==> src/rtl/operand_forward_ctrl_if.sv <==
// Decode-side bundle for operand_forward_ctrl: ID instruction fields in, selector codes and stall out.
// stall_count is only present when STALL_CNT_EN is defined.
interface operand_forward_ctrl_if #(
  parameter int unsigned REG_ADDR = 4
`ifdef STALL_CNT_EN
  , parameter int unsigned CNT_W = 16
`endif
);
  logic                hold;
  logic                flush;
  logic                id_valid;
  logic [REG_ADDR-1:0] id_rs1;
  logic [REG_ADDR-1:0] id_rs2;
  logic                id_rs1_used;
  logic                id_rs2_used;
  logic                id_use_imm;
  logic [REG_ADDR-1:0] id_rd;
  logic                id_rd_we;
  logic                id_is_load;
  logic [1:0]          ex_sel_a;
  logic [1:0]          ex_sel_b;
  logic                stall;
`ifdef STALL_CNT_EN
  logic [CNT_W-1:0]    stall_count;

  modport master (
    output hold, flush, id_valid, id_rs1, id_rs2, id_rs1_used, id_rs2_used,
           id_use_imm, id_rd, id_rd_we, id_is_load,
    input  ex_sel_a, ex_sel_b, stall, stall_count
  );
  modport slave (
    input  hold, flush, id_valid, id_rs1, id_rs2, id_rs1_used, id_rs2_used,
           id_use_imm, id_rd, id_rd_we, id_is_load,
    output ex_sel_a, ex_sel_b, stall, stall_count
  );
`else
  modport master (
    output hold, flush, id_valid, id_rs1, id_rs2, id_rs1_used, id_rs2_used,
           id_use_imm, id_rd, id_rd_we, id_is_load,
    input  ex_sel_a, ex_sel_b, stall
  );
  modport slave (
    input  hold, flush, id_valid, id_rs1, id_rs2, id_rs1_used, id_rs2_used,
           id_use_imm, id_rd, id_rd_we, id_is_load,
    output ex_sel_a, ex_sel_b, stall
  );
`endif
endinterface

==> src/rtl/operand_forward_ctrl.sv <==
// EX-stage operand forwarding selector generation with load-use stall detection.
// Optional saturating stall counter enabled by defining STALL_CNT_EN.
module operand_forward_ctrl #(
  parameter int unsigned REG_ADDR = 4
`ifdef STALL_CNT_EN
  , parameter int unsigned CNT_W = 16
`endif
) (
  input logic                  clk,
  input logic                  rst_n,
  operand_forward_ctrl_if.slave bus
);

  logic [REG_ADDR-1:0] ex_rd, mem_rd;
  logic                ex_we, ex_ld, mem_we;
  logic                a_ex, a_mem, b_ex, b_mem, b_reg;
  logic                stall_c, kill;
  logic [1:0]          sel_a_n, sel_b_n;
  logic [1:0]          sel_a_q, sel_b_q;

  function automatic logic hit(input logic [REG_ADDR-1:0] rs, input logic used,
                               input logic [REG_ADDR-1:0] rd, input logic we);
    return used && we && (rs != '0) && (rd == rs);
  endfunction

  always_comb begin
    b_reg   = bus.id_rs2_used & ~bus.id_use_imm;
    a_ex    = hit(bus.id_rs1, bus.id_rs1_used, ex_rd, ex_we);
    a_mem   = hit(bus.id_rs1, bus.id_rs1_used, mem_rd, mem_we);
    b_ex    = hit(bus.id_rs2, b_reg, ex_rd, ex_we);
    b_mem   = hit(bus.id_rs2, b_reg, mem_rd, mem_we);
    stall_c = bus.id_valid & ~bus.flush & ex_ld & (a_ex | b_ex);
    // Any of these turns the ID slot into a bubble entering EX
    kill    = bus.flush | stall_c | ~bus.id_valid;

    sel_a_n = 2'b00;
    sel_b_n = 2'b00;
    if (!kill) begin
      if (a_ex)       sel_a_n = 2'b01;
      else if (a_mem) sel_a_n = 2'b10;

      if (bus.id_use_imm) sel_b_n = 2'b11;
      else if (b_ex)      sel_b_n = 2'b01;
      else if (b_mem)     sel_b_n = 2'b10;
    end
  end

  always_ff @(posedge clk or negedge rst_n) begin
    if (!rst_n) begin
      ex_rd   <= '0;
      ex_we   <= 1'b0;
      ex_ld   <= 1'b0;
      mem_rd  <= '0;
      mem_we  <= 1'b0;
      sel_a_q <= 2'b00;
      sel_b_q <= 2'b00;
    end else if (!bus.hold) begin
      mem_rd  <= ex_rd;
      mem_we  <= ex_we;
      sel_a_q <= sel_a_n;
      sel_b_q <= sel_b_n;
      if (kill) begin
        ex_rd <= '0;
        ex_we <= 1'b0;
        ex_ld <= 1'b0;
      end else begin
        ex_rd <= bus.id_rd;
        ex_we <= bus.id_rd_we;
        ex_ld <= bus.id_is_load;
      end
    end
  end

  assign bus.ex_sel_a = sel_a_q;
  assign bus.ex_sel_b = sel_b_q;
  assign bus.stall    = stall_c;

`ifdef STALL_CNT_EN
  logic [CNT_W-1:0] cnt_q;

  always_ff @(posedge clk or negedge rst_n) begin
    if (!rst_n)                                cnt_q <= '0;
    else if (!bus.hold && stall_c && cnt_q != '1) cnt_q <= cnt_q + 1'b1;
  end

  assign bus.stall_count = cnt_q;
`endif

endmodule

==> src/flat_wrapper.sv <==
// flat-port wrapper written by rule: the top's interface ports become plain ports
module operand_forward_ctrl_flat 
#(
  parameter int unsigned REG_ADDR = 4

)
  (clk, rst_n, bus_hold, bus_flush, bus_id_valid, bus_id_rs1, bus_id_rs2, bus_id_rs1_used, bus_id_rs2_used, bus_id_use_imm, bus_id_rd, bus_id_rd_we, bus_id_is_load, bus_ex_sel_a, bus_ex_sel_b, bus_stall);
  operand_forward_ctrl_if #(.REG_ADDR(REG_ADDR)) bus_i ();
  input logic clk;
  input logic rst_n;
  input wire logic [$bits(bus_i.hold)-1:0] bus_hold;
  input wire logic [$bits(bus_i.flush)-1:0] bus_flush;
  input wire logic [$bits(bus_i.id_valid)-1:0] bus_id_valid;
  input wire logic [$bits(bus_i.id_rs1)-1:0] bus_id_rs1;
  input wire logic [$bits(bus_i.id_rs2)-1:0] bus_id_rs2;
  input wire logic [$bits(bus_i.id_rs1_used)-1:0] bus_id_rs1_used;
  input wire logic [$bits(bus_i.id_rs2_used)-1:0] bus_id_rs2_used;
  input wire logic [$bits(bus_i.id_use_imm)-1:0] bus_id_use_imm;
  input wire logic [$bits(bus_i.id_rd)-1:0] bus_id_rd;
  input wire logic [$bits(bus_i.id_rd_we)-1:0] bus_id_rd_we;
  input wire logic [$bits(bus_i.id_is_load)-1:0] bus_id_is_load;
  output wire logic [$bits(bus_i.ex_sel_a)-1:0] bus_ex_sel_a;
  output wire logic [$bits(bus_i.ex_sel_b)-1:0] bus_ex_sel_b;
  output wire logic [$bits(bus_i.stall)-1:0] bus_stall;
  assign bus_i.hold = bus_hold;
  assign bus_i.flush = bus_flush;
  assign bus_i.id_valid = bus_id_valid;
  assign bus_i.id_rs1 = bus_id_rs1;
  assign bus_i.id_rs2 = bus_id_rs2;
  assign bus_i.id_rs1_used = bus_id_rs1_used;
  assign bus_i.id_rs2_used = bus_id_rs2_used;
  assign bus_i.id_use_imm = bus_id_use_imm;
  assign bus_i.id_rd = bus_id_rd;
  assign bus_i.id_rd_we = bus_id_rd_we;
  assign bus_i.id_is_load = bus_id_is_load;
  assign bus_ex_sel_a = bus_i.ex_sel_a;
  assign bus_ex_sel_b = bus_i.ex_sel_b;
  assign bus_stall = bus_i.stall;
  operand_forward_ctrl #(.REG_ADDR(REG_ADDR)) u_core (.clk(clk), .rst_n(rst_n), .bus(bus_i));
endmodule
==> config.mk <==
export PLATFORM = sky130hd
export DESIGN_NAME = operand_forward_ctrl_flat
export DESIGN_NICKNAME = d
export VERILOG_FILES = /design/src/rtl/operand_forward_ctrl_if.sv /design/src/rtl/operand_forward_ctrl.sv /design/src/flat_wrapper.sv
export SDC_FILE = /design/constraint.sdc
export NUM_CORES = 1
export LEC_CHECK = 0
export CAP_MARGIN = 20
export CORE_MARGIN = 8
export CORE_UTILIZATION = 48
export CTS_CLUSTER_DIAMETER = 80
export DETAILED_ROUTE_END_ITERATION = 8
export PLACE_DENSITY_LB_ADDON = 0.15
export SYNTH_ARGS = -nofsm -noshare
export SYNTH_HDL_FRONTEND = slang
export SYNTH_SLANG_ARGS = --single-unit
==> constraint.sdc <==
create_clock -name clk -period 4.4 [get_ports clk]
set_input_delay 0.88 -clock clk [delete_from_list [all_inputs] [get_ports clk]]
set_output_delay 0.88 -clock clk [all_outputs]
set_load 0.05 [all_outputs]
==> results_dict.tcl <==
set metrics [dict create \
    path_buf_inv 2 \
    synth.net_count 92 \
    r2r_cells 5 \
    nets 121 \
    ys_top_cells_by_count "15 x dfrtp_1, 11 x xnor2_1, 8 x a22o_1, 5 x mux2_2, 5 x xor2_1" \
    clock_latency_ps 280 \
    die_h_um 57.6 \
    period_needed_ps 3570 \
    start_util 0.498 \
    cp-endpoint "bus_stall" \
    post-route-cell-area_um2 1130 \
    synth.most_common_cell "dfrtp_1" \
    end_kind "output pin" \
    placed_cell_area_um2 1100 \
    grt_first_pass_wirelength_mm 3.24 \
    setup_violations 0 \
    synth.area.top_cells "dfrtp_1 45%, xnor2_1 12%, a22o_1 8.4%" \
    ctsResizeCount 0 \
    drive_above_1_share 0.153 \
    port-buffer-count 26 \
    fillers 124 \
    finClkSkew_ps 3.56 \
    cts_root_buf "clkbuf_4" \
    antenna_cells 0 \
    routedWlPerCell_um 16.4 \
    cts_made_buffers 3 \
    grt-ovfl-total 0 \
    grt_usage 0.123 \
    slew_violations 0 \
    setup_tns_ps 0 \
    rsz0062_at_grt "false" \
    die_area_um2 3320 \
    ant_nets 0 \
    startpoint "bus_id_rs2[0]" \
    yosysUniqueCellTypes 25 \
    fp-row-count 15 \
    antenna_found_initial 0 \
    cts_sinks 15 \
    worstPathCellList "clkdlybuf4s50_1, xnor2_1, nand4_1, nor3_1, nor2_1, nor4b_1, buf_4" \
    dp.cells 111 \
    fmax_mhz 280 \
    vias 645 \
    synthCells 70 \
    synth_edf_count 0 \
    finalPower_w 0.000295 \
    grt_max_degree 17 \
    synthArstFlopShare 1.00 \
    drt_iter0_markers 8 \
    ys.warnings.count 0 \
    ir_drop_mv 0.170 \
    cts_max_level 1 \
    critPathMaxFanout 3 \
    cts_setup_buffers 0 \
    dieWidth_um 57.6 \
    synth-main-ff-cell "dfrtp_1" \
    route.detailed.drc 0 \
    crit_cells 7 \
    clkTransAtPathRegs_ps 90 \
    startpoint_type "input port" \
    drv_cap 0 \
    routed_wl_mm 1.89 \
    r2r_end "u_core.ex_rd[2]" \
    ios 27 \
    ys_ff_latch 15 \
    avgSynthCellArea_um2 11.9 \
    hold_viol 0 \
    hold_buffers 0 \
    cp.arrival_ps 2690 \
    power_leakage_nw 0.456 \
    powerDensity_nw_per_um2 262 \
    regToRegSetupSlack_ps 2630 \
    drt-vias-per-instance 5.61 \
    cts_tree "built" \
    criticalPathCategory "input port to output pin" \
    status "complete, no violations" \
    synth_top_area_share 0.451 \
    max_stage_delay_ps 550 \
    tightest_slew_ps 679 \
    crit_family "simple AND/OR/NAND/NOR gates" \
    final_cells 115 \
    slew-limit-headroom 0.546 \
    crit_required_ps 3520 \
    worstReg2RegStart "u_core.ex_rd[0]" \
    timing.final.crit_share 0.810 \
    routabilityCongestion 0.858 \
    dr.pass1.iters 2 \
    core_um2 1670 \
    cts_max_path_buffers 2 \
    hold_class "flip-flop to flip-flop" \
    ys_seq_area_frac 0.451 \
    critPathSlowestCell "clkdlybuf4s50_1" \
    grt_pass1_vias 740 \
    area_growth_pct 35.3 \
    mappedNetlistArea_um2 832 \
    synth_area_leader_cell "dfrtp_1" \
]
-- per-layer routing --
layer | routed length, um | vias up | GRT usage
li1 | - | 317 | -
met1 | 828 | 307 | 0.134
met2 | 894 | 19 | 0.211
met3 | 148 | 2 | 0.0442
met4 | 15 | 0 | 0.0536
met5 | 0 | - | 0
-- report_power, final --
| part | switching [W] | internal (W) | total [W] |
|---|---|---|---|
| sequential | 0.00000873 | 0.000145 | 0.000154 |
| combinational | 0.0000269 | 0.0000366 | 0.0000635 |
| clock | 0.0000437 | 0.0000337 | 0.0000774 |
| total | 0.0000793 | 0.000216 | 0.000295 |
-- worst min-delay path by stage --
stage,startpoint,to,slack [ps],cells past startpoint
2_1_floorplan,u_core.mem_we,u_core.mem_we,500,1
3_3_place_gp,u_core.bus.ex_sel_a[1],u_core.bus.ex_sel_a[1],470,2
3_5_place_dp,u_core.bus.ex_sel_a[1],u_core.bus.ex_sel_a[1],470,2
4_1_cts,u_core.bus.ex_sel_a[1],u_core.bus.ex_sel_a[1],500,2
5_1_grt,u_core.bus.ex_sel_a[1],u_core.bus.ex_sel_a[1],520,2
6_report,u_core.bus.ex_sel_a[1],u_core.bus.ex_sel_a[1],490,2
-- sequential cells by signal, indices dropped and copies added, names as in the netlist --
register	flops
u_core.bus.ex_sel_a	2
u_core.bus.ex_sel_b	2
u_core.ex_ld	1
u_core.ex_rd	4
u_core.ex_we	1
u_core.mem_rd	4
u_core.mem_we	1
-- metrics by stage --
| stage | setup WS (ps) | utilization | hold slack [ps] |
|---|---|---|---|
| after CTS | 840 | 0.674 | 498 |
| after global placement | 864 | 0.658 | 470 |
| after floorplan | 395 | - | 501 |
| after detailed placement | 859 | 0.658 | 474 |
| final | 834 | 0.674 | 490 |
| after global routing | 593 | 0.674 | 518 |
-- layout make-up --
class                   instances  area (um^2)  area share
well taps                      17         21.3      0.0189
flip-flops and latches         15          375       0.333
multi-input cells              51          437       0.388
repair buffers                 26          258       0.229
inverters                       2         7.51     0.00667
clock buffers                   3         22.5      0.0200
clock inverters                 1         5.00     0.00444
-- worst min-delay path: stages, from the launching register on --
cell,delay [ps]
dfrtp_1,350
nand2_1,50
o31ai_1,50
-- cells by family (layout without fill, tap and decap cells) --
kind of cell              count (synthesis)  after routing  synth area share
and+or+nand+nor                          16             16             0.123
muxes                                     5              5            0.0677
xor gates and xnor gates                 16             16             0.168
AOI/OAI and AO/OA                        14             14             0.165
buffers and inverters                     4             32            0.0241
DFF                                      15             15             0.451
-- layout by cell type, fill, tap and decap left out, types with 3 or more instances in the layout --
master and count:
xor2_1 5, xnor2_1 11, dfrtp_1 15, clkdlybuf4s50_1 25
clkbuf_4 3, mux2_2 5, a22o_1 8
Note: power is estimated with default switching activity, not from simulation.
